===== config.mk =====
export PLATFORM = sky130hd
export DESIGN_NAME = sb_tx_serializer
export DESIGN_NICKNAME = d
export VERILOG_FILES = /design/src/rtl/sb_tx_serializer.sv
export SDC_FILE = /design/constraint.sdc
export NUM_CORES = 1
export LEC_CHECK = 0
export CORE_ASPECT_RATIO = 1.4
export CORE_UTILIZATION = 55
export DETAILED_ROUTE_END_ITERATION = 7
export PLACE_DENSITY = 0.81
export SLEW_MARGIN = 40
export SYNTH_ARGS = -nofsm -noshare
export SYNTH_HDL_FRONTEND = slang
export SYNTH_SLANG_ARGS = --single-unit
export TNS_END_PERCENT = 10

===== constraint.sdc =====
create_clock -name i_clk -period 2.5 [get_ports i_clk]
set_input_delay 0.25 -clock i_clk [delete_from_list [all_inputs] [get_ports i_clk]]
set_output_delay 0.25 -clock i_clk [all_outputs]
set_load 0.03 [all_outputs]

===== src/rtl/sb_tx_serializer.sv =====
// Sideband TX serializer: frames an encoded SB message into a 64-bit packet,
// shifts it out LSB-first, then holds a 32-cycle gap. Optional parity: SB_TX_PARITY_EN.
`timescale 1ns/1ps
module sb_tx_serializer #(
  parameter int SB_MSG_WIDTH = 4
) (
  input  logic                    i_clk,
  input  logic                    i_rst_n,
  input  logic                    i_tx_msg_valid,
  input  logic [SB_MSG_WIDTH-1:0] i_encoded_SB_msg,
  input  logic [2:0]              i_tx_msg_info,
  output logic                    o_SB_Busy,
  output logic                    o_falling_edge_busy,
  output logic                    o_sb_tx_data,
  output logic                    o_sb_tx_clk_en,
  output logic                    o_overrun
);

  typedef enum logic [2:0] {
    S_IDLE = 3'd0,
    S_SEND = 3'd1,
    S_GAP  = 3'd2,
    S_DONE = 3'd3,
    S_HOLD = 3'd4
  } state_t;

  state_t      r_state;
  state_t      w_next;
  logic [63:0] r_shift;
  logic [5:0]  r_bit_cnt;
  logic [4:0]  r_gap_cnt;
  logic        r_valid_d;
  logic        r_overrun;
  logic        w_accept;
  logic        w_cp;
  logic [7:0]  w_msgcode;
  logic [63:0] w_packet;

  // Handshake: the request is a level; it is taken (accept) only in IDLE while
  // i_tx_msg_valid=1. There is no ready output: o_SB_Busy and the DONE pulse
  // tell upstream when to drop or change its request.
  assign w_accept = (r_state == S_IDLE) && i_tx_msg_valid;

  always_comb begin
    w_msgcode = '0;
    w_msgcode[SB_MSG_WIDTH-1:0] = i_encoded_SB_msg;
  end

`ifdef SB_TX_PARITY_EN
  // Only the opcode, msgcode and info fields can be non-zero below bit 62.
  assign w_cp = ^{i_tx_msg_info, w_msgcode, 5'b10010};
`else
  assign w_cp = 1'b0;
`endif

  assign w_packet = {1'b0, w_cp, 27'd0, i_tx_msg_info, 10'd0, w_msgcode, 9'd0, 5'b10010};

  always_comb begin
    w_next = r_state;
    case (r_state)
      S_IDLE: if (w_accept) w_next = S_SEND;
      S_SEND: if (r_bit_cnt == 6'd63) w_next = S_GAP;
      S_GAP:  if (r_gap_cnt == 5'd31) w_next = S_DONE;
      S_DONE: w_next = S_HOLD;
      S_HOLD: w_next = S_IDLE;
      default: w_next = S_IDLE;
    endcase
  end

  always_ff @(posedge i_clk or negedge i_rst_n) begin
    if (!i_rst_n) begin
      r_state   <= S_IDLE;
      r_shift   <= '0;
      r_bit_cnt <= '0;
      r_gap_cnt <= '0;
      r_valid_d <= 1'b0;
      r_overrun <= 1'b0;
    end else begin
      r_state   <= w_next;
      r_valid_d <= i_tx_msg_valid;

      if (w_accept) begin
        r_shift <= w_packet;
      end else if (r_state == S_SEND) begin
        r_shift <= {1'b0, r_shift[63:1]};
      end

      if (r_state == S_SEND && r_bit_cnt != 6'd63) begin
        r_bit_cnt <= r_bit_cnt + 6'd1;
      end else begin
        r_bit_cnt <= '0;
      end

      if (r_state == S_GAP && r_gap_cnt != 5'd31) begin
        r_gap_cnt <= r_gap_cnt + 5'd1;
      end else begin
        r_gap_cnt <= '0;
      end

      // A fresh request edge while busy would otherwise be silently lost.
      if (i_tx_msg_valid && !r_valid_d && (r_state == S_SEND || r_state == S_GAP)) begin
        r_overrun <= 1'b1;
      end
    end
  end

  assign o_SB_Busy           = (r_state == S_SEND) || (r_state == S_GAP);
  assign o_falling_edge_busy = (r_state == S_DONE);
  assign o_sb_tx_clk_en      = (r_state == S_SEND);
  assign o_sb_tx_data        = (r_state == S_SEND) && r_shift[0];
  assign o_overrun           = r_overrun;

endmodule


* After elaboration in Yosys (flattened, before gate mapping)
Index checks and enable logic that the tools add are counted.
W data, S select, Z words.
** Cells by class
- Muxes and demuxes :: 8
- Equal/unequal tests :: 10
- Reductions and logical operators :: 11
- Add/subtract/negate cells :: 2
** Operator list (count)
- $mux W64 :: 2
- $pmux W3 S4 :: 1
- $mux W3 :: 3
- $add A6 B1 Y6 const B :: 1
- $eq A3 B2 Y1 const B :: 2
- $eq A6 B6 Y1 const B :: 1
- $logic_and A1 B1 Y1 :: 6
- $mux W6 :: 1
- $ne A6 B6 Y1 const B :: 1
- $add A5 B1 Y5 const B :: 1
- $eq A5 B5 Y1 const B :: 1
- $mux W5 :: 1
- $ne A5 B5 Y1 const B :: 1
- $ne A2 B2 Y1 const B :: 2
- $eq A3 B1 Y1 const B :: 1
- $logic_not A3 Y1 :: 1
- $reduce_and A3 Y1 :: 1
- $ne A2 B1 Y1 const B :: 1
- $reduce_bool A2 Y1 :: 1
- $logic_not A1 Y1 :: 1
- $logic_or A1 B1 Y1 :: 1
** Word-level totals
- Register bits :: 80
- Logic and storage cells :: 37
- Output and inout port bits :: 5
- Input bits :: 10

* Logic depth before layout (Yosys ltp)
- Depth in word-level cells :: 4
- Gate-level depth with buffers :: 7
- Mapped depth without buffers :: 6

* Least setup slack after synthesis
OpenSTA, ideal clock, no wires.
- Path kind :: reg2reg
- Start :: register r_gap_cnt[0]
- End :: register r_state[0]
- Arrival :: 1664 ps
- Path slack :: 698 ps
- Stages on the path, launching flop included :: 8
- Clock period less this slack :: 1802 ps
- Cell sequence :: dfrtp_1 > ha_1 > and3_1 > ha_1 > or4b_1 > clkbuf_1 > o21ai_0 > o31ai_1
** Between the ends
- Word-level cells in the longest chain between the ends :: 3
** Ends and longest elaborated chain
- start, declared :: RTL line 31 : logic [4:0] r_gap_cnt;
- start signal, assigned :: RTL line 95 : r_gap_cnt <= r_gap_cnt + 5'd1;
- $eq A5 B5 Y1 :: RTL line 63 : S_GAP: if (r_gap_cnt == 5'd31) w_next = S_DONE;
- $ne A2 B2 Y1 (no source line)
- $reduce_and A3 Y1 (no source line)
- end signal, assigned :: RTL line 79 : r_state <= w_next;
- end, declared :: RTL line 27 : state_t r_state;
Every way passes these cells.
A chain may end at the register's enable or synchronous reset.

* Final worst setup path
- Start :: register r_state[2]
- End :: output port o_sb_tx_data
** Between the ends
- Word-level cells in the longest chain between the ends :: 2
** Ends and longest elaborated chain
- $eq A3 B1 Y1 :: RTL line 110 : assign o_sb_tx_data = (r_state == S_SEND) && r_shift[0];
- $logic_and A1 B1 Y1 :: RTL line 110
- end, declared :: RTL line 14 : output logic o_sb_tx_data,
Every way passes these cells.

==> out/qor.txt <==
CTS clock-pin slew for the worst setup and hold paths = 0.08 ns
Final Hold Viols = 0
min cycle time layout = 2.31 ns
layout cells sized above 1 = 0.0739
Syn Area/Cell = 9.81 um2
CTS Root Cell = clkbuf_8
Sequential cell area = 0.00128 mm2
Mapped Nets = 230
RSZ-0062 raised after global routing = no
Die Area = 0.00413 mm2
Util after Layout = 0.647
setup bufs post-CTS = 0
drt pass-1 iters = 4
Setup crit start kind = flop
Clock H-tree levels = 2
Synth Cell Area = 0.00213 mm2
P&R area growth vs syn = 11.8%
sw power = 267 uW
Setup CP Type = flop to output port
area occupied by multi-input gates = 769 um2
Setup TNS = 0 ns
CTS tree = built
Ys Warns = 0
power per cell area = 571 mW/mm2
Worst slew margin = 0.589
clock sinks = 51
number of port buffers = 14
Clock Latency Late Sink = 0.30 ns
HP Class = input pin to asynchronous set/reset pin
final wirelength = 3420 um
Ant. Diodes = 0
vias = 1466
worst endpoint required time = 2.25 ns
Clock Power Share = 0.369
Setup violations, final = 0
WHS = 0.0387 ns
Sw Share = 0.197
post_cts resized = 0
post-synthesis cell type count = 28
Logic pwr share = 0.023
Seq pwr share = 0.608
Max VDD drop = 0.545 mV
post-DP HPWL = 2140 um
Leak = 0.00105 uW
clk buf depth = 2
Fmax = 433 MHz
Ports = 15
largest net degree at the start of global routing = 52
number of core rows = 26
Total GRT Usage = 0.194
Fillers = 287
hold buffers post-CTS = 0
Slew Viols, Final = 0
Slew @ Worst Pin = 0.617 ns
Post-Synthesis Cells = 217
Critical Path AT = 2.06 ns
Internal = 1090 uW
final RePlAce weighted congestion = 0.681
core footprint = 0.00368 mm2
die height = 75.6 um
DR WL/cell = 12.6 um
Worst setup EP type = output port
initial antenna violation count = 0
remaining global-route overflow = 0
Via-to-Cell Ratio = 5.39
nets@finish = 242
clk_skew = 0.00210 ns
DRC = 0
vias in the first global route = 1322
flops & latches, synth = 51
first-pass GRT wire length = 5620 um
status = complete, no violations
max cap viols = 0
CTS buffer count = 5
die width = 54.6 um
worst-path fanout max = 8
Initial Utilization = 0.579
period utilization = 0.925
Seq/Total Area, Yosys = 0.599
Detailed Route Iter0 Violations = 32
Final ANT Viol Nets = 0
-- kinds of logic after synthesis --
kind of cell               share of synthesized area
AOI/OAI and AO/OA                              0.105
adders and majority gates                     0.0176
xor gates and xnor gates                      0.0206
muxes                                         0.0282
buffers and inverters                         0.0435
DFF                                            0.599
and+or+nand+nor                                0.186
-- critical path: stages, from the launching register on --
cell and delay [ns]:
dfrtp_1 0.49, or3b_1 0.42, inv_2 0.08, and2_1 0.11
clkdlybuf4s50_1 0.65
-- synthesized netlist by cell type --
| cell | n | area, um2 |
|---|---|---|
| or3b_1 | 1 | 8.76 |
| or4b_1 | 1 | 10.0 |
| inv_2 | 1 | 3.75 |
| xnor2_1 | 2 | 17.5 |
| o21ai_0 | 9 | 45.0 |
| inv_1 | 4 | 15.0 |
| dfrtp_1 | 51 | 1280 |
| buf_6 | 1 | 11.3 |
| nand3_1 | 4 | 20.0 |
| and3_1 | 1 | 6.26 |
| and2_1 | 1 | 6.26 |
| nand2b_1 | 2 | 12.5 |
| a21oi_1 | 28 | 140 |
| clkbuf_1 | 4 | 15.0 |
| ha_1 | 3 | 37.5 |
| nor2_1 | 12 | 45.0 |
| buf_2 | 5 | 25.0 |
| a31o_2 | 1 | 8.76 |
| or3_1 | 1 | 6.26 |
| o21ai_1 | 1 | 5.00 |
| o31ai_1 | 1 | 7.51 |
| o32ai_2 | 1 | 16.3 |
| mux2i_1 | 6 | 60.1 |
| nand3b_1 | 2 | 15.0 |
| buf_4 | 3 | 22.5 |
| xor2_1 | 3 | 26.3 |
| nand2_1 | 67 | 251 |
| nor4b_2 | 1 | 15.0 |
-- power groups by stage --
| stage | clock [uW] | sequential [uW] | combinational, uW |
|---|---|---|---|
| after detailed placement | 0 | 842 | 32.0 |
| after floorplan | 0 | 842 | 1.07 |
| after CTS | 514 | 825 | 32.3 |
| after global routing | 541 | 825 | 36.0 |
| final | 502 | 825 | 31.1 |
| after global placement | 0 | 842 | 32.2 |
-- state kept, by name (all words and copies together), names as in the netlist --
register,count
r_state,3
r_bit_cnt,6
r_gap_cnt,5
r_valid_d,1
r_shift,35
o_overrun,1
-- path summary, 6_finish.rpt --
kind                               from           end  slack [ns]  cells after the start
setup reg to reg           r_gap_cnt[0]    r_state[0]        0.55                      6
setup / recovery             r_state[2]  o_sb_tx_data        0.19                      4
hold reg to reg            r_gap_cnt[0]  r_gap_cnt[0]        0.47                      1
hold / removal                  i_rst_n   r_shift[20]        0.04                      2
max in group asynchronous       i_rst_n  r_bit_cnt[5]        2.05                      2
min in group i_clk         r_gap_cnt[0]  r_gap_cnt[0]        0.47                      1
-- stage by stage --
| stage | cell area [um2] | std cells | worst slack (ns) | total power [uW] |
|---|---|---|---|---|
| after global routing | 2380 | 272 | 0.117 | 1400 |
| after detailed placement | 2280 | 264 | 0.534 | 874 |
| after CTS | 2380 | 272 | 0.189 | 1370 |
| after floorplan | 2130 | 217 | 0.698 | 843 |
| final | 2380 | 272 | 0.188 | 1360 |
| after global placement | 2280 | 264 | 0.544 | 874 |
-- placed cells by master (no fill, tap or decap), types with 2 or more instances in the layout --
cell             synthesis  final
nand2_1                 67     67
dfrtp_1                 51     51
a21oi_1                 28     28
nor2_1                  12     12
clkdlybuf4s50_1          0     12
o21ai_0                  9      9
clkbuf_8                 0      7
mux2i_1                  6      6
buf_4                    3      5
nand3_1                  4      4
inv_1                    4      4
xor2_1                   3      3
ha_1                     3      3
nand2b_1                 2      2
xnor2_1                  2      2
nand3b_1                 2      2
-- layout make-up --
cell class / instances / share of cell area
clock buffers: 8 / 0.0421
inverters: 5 / 0.00789
multi-input cells: 148 / 0.323
flip-flops and latches: 51 / 0.536
well taps: 42 / 0.0221
repair buffers: 18 / 0.0683
-- layer usage --
metal  GRT usage  vias up  wire length, um
li1            -      728                -
met1       0.232      714             1550
met4      0.0855        0               68
met3      0.0539        7               84
met5           0        -                0
met2       0.320       17             1720
Power figures use the tool's default switching activity.
